**config.mk**
```make
export PLATFORM = sky130hd
export DESIGN_NAME = muldiv_sequencer
export DESIGN_NICKNAME = d
export VERILOG_FILES = /design/src/rtl/muldiv_sequencer.sv
export SDC_FILE = /design/constraint.sdc
export NUM_CORES = 1
export LEC_CHECK = 0
export ABC_AREA = 0
export BUFFER_PORTS_ARGS = -buffer_cell sky130_fd_sc_hd__buf_2
export CAP_MARGIN = 20
export CORE_MARGIN = 8
export CORE_UTILIZATION = 54
export CTS_CLUSTER_DIAMETER = 40
export DETAILED_ROUTE_END_ITERATION = 8
export PLACE_DENSITY_LB_ADDON = 0.12
export SETUP_SLACK_MARGIN = 0.05
export SLEW_MARGIN = 40
export SYNTH_ARGS = -nofsm -noshare
export SYNTH_HDL_FRONTEND = slang
export SYNTH_SLANG_ARGS = --single-unit
```
**constraint.sdc**
```tcl
create_clock -name clk -period 3.4 [get_ports clk]
set_clock_uncertainty 0.2 [all_clocks]
set_input_delay 1.02 -clock clk [delete_from_list [all_inputs] [get_ports clk]]
set_output_delay 1.02 -clock clk [all_outputs]
set_load 0.05 [all_outputs]
```
**src/rtl/muldiv_sequencer.sv**
```systemverilog
// Iterative multiply/divide unit owning HI/LO for the EX stage.
// Define MULDIV_SIGNED_EN to give op 10/11 signed semantics.
module muldiv_sequencer #(
    parameter int WIDTH = 32,
    parameter int CNT_W = 6
) (
    input  logic             clk,
    input  logic             rst_n,
    input  logic             start,
    input  logic [1:0]       op,
    input  logic [WIDTH-1:0] src_a,
    input  logic [WIDTH-1:0] src_b,
    input  logic             flush,
    input  logic             hi_we,
    input  logic             lo_we,
    input  logic [WIDTH-1:0] wdata,
    output logic [WIDTH-1:0] hi,
    output logic [WIDTH-1:0] lo,
    output logic             busy,
    output logic             stall,
    output logic             done,
    output logic             div_zero
);

    typedef enum logic [1:0] {
        IDLE,
        RUN,
        FINISH
    } state_t;

    state_t state, state_nx;

    logic [WIDTH-1:0] acc, sr, dvs;
    logic [CNT_W-1:0] cnt;
    logic             is_div, dz;
    logic             accept, last, start_dz;
    logic [WIDTH-1:0] a_in, b_in;
    logic [WIDTH:0]   sum, trial;
    logic [WIDTH-1:0] diff;
    logic             ge;
    logic [WIDTH-1:0] acc_nx, sr_nx;
    logic [WIDTH-1:0] res_hi, res_lo;

`ifdef MULDIV_SIGNED_EN
    logic neg_hi, neg_lo;
    logic sgn_a, sgn_b;
    assign sgn_a = op[1] & src_a[WIDTH-1];
    assign sgn_b = op[1] & src_b[WIDTH-1];
`else
    logic unused_op;
    assign unused_op = op[1];
`endif

    assign accept   = (state == IDLE) && start && !flush;
    assign start_dz = op[0] && (src_b == '0);
    assign last     = (cnt == CNT_W'(WIDTH - 1));
    assign busy     = (state != IDLE);
    // Held while busy so refused starts and mthi/mtlo are retried.
    assign stall    = busy || ((start || hi_we || lo_we) && state != IDLE);

    always_comb begin
        a_in = src_a;
        b_in = src_b;
`ifdef MULDIV_SIGNED_EN
        if (sgn_a) a_in = -src_a;
        if (sgn_b) b_in = -src_b;
`endif
    end

    // Mult: {acc,sr} is product/multiplier; div: acc remainder, sr quotient.
    always_comb begin
        sum   = {1'b0, acc} + (sr[0] ? {1'b0, dvs} : '0);
        trial = {acc, sr[WIDTH-1]};
        ge    = (trial >= {1'b0, dvs});
        diff  = trial[WIDTH-1:0] - dvs;
        if (is_div) begin
            acc_nx = ge ? diff : trial[WIDTH-1:0];
            sr_nx  = {sr[WIDTH-2:0], ge};
        end else begin
            acc_nx = sum[WIDTH:1];
            sr_nx  = {sum[0], sr[WIDTH-1:1]};
        end
    end

    always_comb begin
        res_hi = acc;
        res_lo = sr;
        if (dz) begin
            res_hi = sr;
            res_lo = '1;
        end
`ifdef MULDIV_SIGNED_EN
        else if (is_div) begin
            if (neg_lo) res_lo = -sr;
            if (neg_hi) res_hi = -acc;
        end else if (neg_lo) begin
            {res_hi, res_lo} = -{acc, sr};
        end
`endif
    end

    always_comb begin
        state_nx = state;
        unique case (state)
            IDLE: begin
                if (accept) state_nx = start_dz ? FINISH : RUN;
            end
            RUN: begin
                if (flush)     state_nx = IDLE;
                else if (last) state_nx = FINISH;
            end
            FINISH:  state_nx = IDLE;
            default: state_nx = IDLE;
        endcase
    end

    always_ff @(posedge clk or negedge rst_n) begin
        if (!rst_n) state <= IDLE;
        else        state <= state_nx;
    end

    always_ff @(posedge clk or negedge rst_n) begin
        if (!rst_n) begin
            hi       <= '0;
            lo       <= '0;
            done     <= 1'b0;
            div_zero <= 1'b0;
            cnt      <= '0;
            acc      <= '0;
            sr       <= '0;
            dvs      <= '0;
            is_div   <= 1'b0;
            dz       <= 1'b0;
        end else begin
            done <= 1'b0;
            unique case (state)
                IDLE: begin
                    if (hi_we) hi <= wdata;
                    if (lo_we) lo <= wdata;
                    if (accept) begin
                        is_div   <= op[0];
                        dz       <= start_dz;
                        div_zero <= 1'b0;
                        cnt      <= '0;
                        acc      <= '0;
                        if (start_dz) begin
                            sr  <= src_a;
                            dvs <= '0;
                        end else if (op[0]) begin
                            sr  <= a_in;
                            dvs <= b_in;
                        end else begin
                            sr  <= b_in;
                            dvs <= a_in;
                        end
                    end
                end
                RUN: begin
                    acc <= acc_nx;
                    sr  <= sr_nx;
                    cnt <= cnt + 1'b1;
                end
                FINISH: begin
                    if (!flush) begin
                        hi       <= res_hi;
                        lo       <= res_lo;
                        div_zero <= dz;
                        done     <= 1'b1;
                    end
                end
                default: ;
            endcase
        end
    end

`ifdef MULDIV_SIGNED_EN
    always_ff @(posedge clk or negedge rst_n) begin
        if (!rst_n) begin
            neg_hi <= 1'b0;
            neg_lo <= 1'b0;
        end else if (accept) begin
            neg_lo <= sgn_a ^ sgn_b;
            neg_hi <= sgn_a;
        end
    end
`endif

endmodule

```
==> results.ini <==
[clock_network]
clock_latency_ps=440
htree_num_levels=4
cts_made_buffers=17
cts_hold_buf=0
cts_sinks=172
cts_tree=built
root_buffer=clkbuf_16
cts_buffer_depth=2
clkTransAtPathRegs_ps=80

[worst_setup_path]
cp_data_required_time_ps=3500
ff2ff_setup_slack_ps=50
path_class=flop to flop
path_max_fanout=6
endpoint_kind=flop
startpoint_type=flop
arrival_ps=3450

[hold_path]
hold_path_class=flop to flop

[power]
p_leak_uw=0.00729
pwr-share-clk=0.137
p_sw_uw=7080
combPwrFrac=0.627
total_power_uw=14500
switching_share=0.490
sequentialPowerShare=0.236
peakVddDrop_mv=0.433
internal_power_uw=7380
powerDensity_nw_per_um2=916

[logic_synthesis]
synth_xor_area_frac=0.0260
synth_top_area_share=0.337
synth-edff-count=0
syn_nets=1695
post_synth_mux_area_share=0.114
synth_compound_area_frac=0.257
synth_top_family_by_area=compound AO/OA/AOI/OAI gates
syn_area_per_cell_um2=8.39
synth_top_cells_by_area=dfrtp_1, mux2i_1, ha_1
synth_cell_types=72
ys_ff_latch=172
synth_flop_cell=dfrtp_1
yosysWarnings=0
ys_async_sr_fraction=1.00
yosysSeqAreaShare=0.337
synth-simple-area-share=0.153
synthCells=1524
synthAdderAreaFrac=0.0667
synthesis.area_um2=12800
yosys.area.top_type=dfrtp_1

[cells_and_area]
drive_above_1_share=0.232
fill_cells=2035
area_delta_synth_final_pct=23.5
final_common_cell=nand2_1
fin_cells=2099
final_cell_mix=nand2_1, dfrtp_1, buf_2, o21ai_0, mux2i_1
utilization=0.677
nNetsFinal=1933

[floorplanning]
core_um2=23300
die_w_um=170
ios=172
die_area_um2=28900
initial_core_util=0.548
die_y_um=170
rows=56

[global_route]
grt_usage=0.311
grt_max_degree=100
grt_remaining_overflow=0
antenna_found_initial=5
grt_pass1_vias=12900
grt_pass1_wl_um=70300

[place]
gp_congestion=0.944
dp_hpwl_um=34700
place.port_buffers=170
place_inst=2057

[sta]
clock.fmax_mhz=298
min_period_ps=3350
setup_violations=0
maxSlewHeadroom=0.496
layout_worst_path_cycle_share=0.985
worst_slew_pin_slew_ps=757
final.setup.tns_ps=0
rsz0062_at_grt=true
hold_viol_final=0
finalMaxSlewViolations=0

[detailed_routing]
postRouteAntennaNets=0
wl_met1_um=18800
avgRoutedWirePerCell_um=21.8
drc=0
drt_wl_total_um=45700
drtIter0Drc=1230
drtPass1Iterations=6
wl_met3_um=2800
wl_met2_um=22200
vias_per_cell=6.22
vias=13100
highest_layer=met4

[status]
outcome=finished clean

[job]
drv_cap=0

-- cells by family (layout without fill, tap and decap cells) --
group / count (synthesis) / in the layout
compound gates: 532 / 532
xor+xnor: 38 / 38
fa+ha+maj: 67 / 67
buf+inv: 152 / 403
flops: 172 / 172
mux: 146 / 146
other cells: 0 / 5
simple gates: 417 / 417
-- Yosys cell counts, types with 8 or more instances --
library cell	count
clkbuf_1	74
o21a_1	10
a211oi_1	12
xnor2_1	21
nand3_1	30
o21ai_0	155
and3_1	10
nor2b_1	8
nand4_1	14
xor2_1	17
a31oi_1	13
mux2i_1	146
a22oi_1	9
buf_1	16
o21ai_1	14
a21oi_1	121
inv_1	58
or3_1	10
o211ai_1	43
nor3_1	18
dfrtp_1	172
a21o_1	22
a32oi_1	9
nand2_1	175
nor2_1	75
and2_1	38
ha_1	65
o22ai_1	63
nand2b_1	10
-- sequential cells by signal, indices dropped and copies added, names as in the netlist --
name,cells
div_zero,1
dvs,32
done,1
cnt,6
lo,32
sr,32
dz,1
hi,32
is_div,1
acc,32
state,2
-- metal layers --
metal | up-vias | global-route usage
met1 | 6368 | 0.389
met4 | 0 | 0.152
met3 | 90 | 0.0505
met2 | 480 | 0.515
li1 | 6116 | -
met5 | - | 0
-- metrics by stage --
step | area, µm² | hold WS (ps) | setup WS, ps
floorplan | 12800 | 254 | 178
global placement | 14800 | 260 | -112
finish | 15800 | 278 | 49.6
global route | 15800 | 305 | -34.1
detailed placement | 14800 | 265 | -127
CTS | 15500 | 282 | 9.61
-- worst max-delay path, cell delays in order, from the launching register on --
cell and delay [ps]:
dfrtp_2 460, and2_4 190, ha_4 160, inv_2 60, fa_2 210, nand2b_4 150
a21oi_4 70, o31a_1 320, buf_6 130, o31a_1 330, or4_1 540, o211ai_1 110
a22oi_1 90, a21boi_2 180
-- cell type report --
type / instances / area, µm² / area share
Tap cell: 319 / 399 / 0.0253
Clock buffer: 17 / 425 / 0.0269
Antenna cell: 5 / 12.5 / 0.000793
Clock inverter: 15 / 173 / 0.0109
Multi-Input combinational cell: 1200 / 8200 / 0.520
Inverter: 58 / 218 / 0.0138
Sequential cell: 172 / 4310 / 0.273
Timing Repair Buffer: 313 / 2050 / 0.130
-- power groups by stage --
stage                     Sequential [µW]  Combinational, µW  Clock, µW
after global routing                 3490               9810       2080
after global placement               3400               8460          0
final                                3420               9070       1980
after CTS                            3380               8690       2000
after floorplan                      3950               5020          0
after detailed placement             3410               8590          0
-- worst paths after layout --
kind	from	end	cells after the start
max in group asynchronous	rst_n	hi[21]	2
setup reg to reg	sr[0]	acc[27]	13
hold / removal	hi[9]	hi[9]	2
setup / recovery	sr[0]	acc[27]	13
min in group asynchronous	rst_n	acc[5]	1
hold reg to reg	hi[9]	hi[9]	2
-- timing repair --
action,4_1_cts,5_1_grt
endpoints found under the hold margin,0,0
buffers inserted,2,5
gates cloned,0,0
pin swaps,1,13
setup endpoints to repair,8,15
gates resized for setup,10,49
No activity file was read; power rests on OpenSTA's default activity.
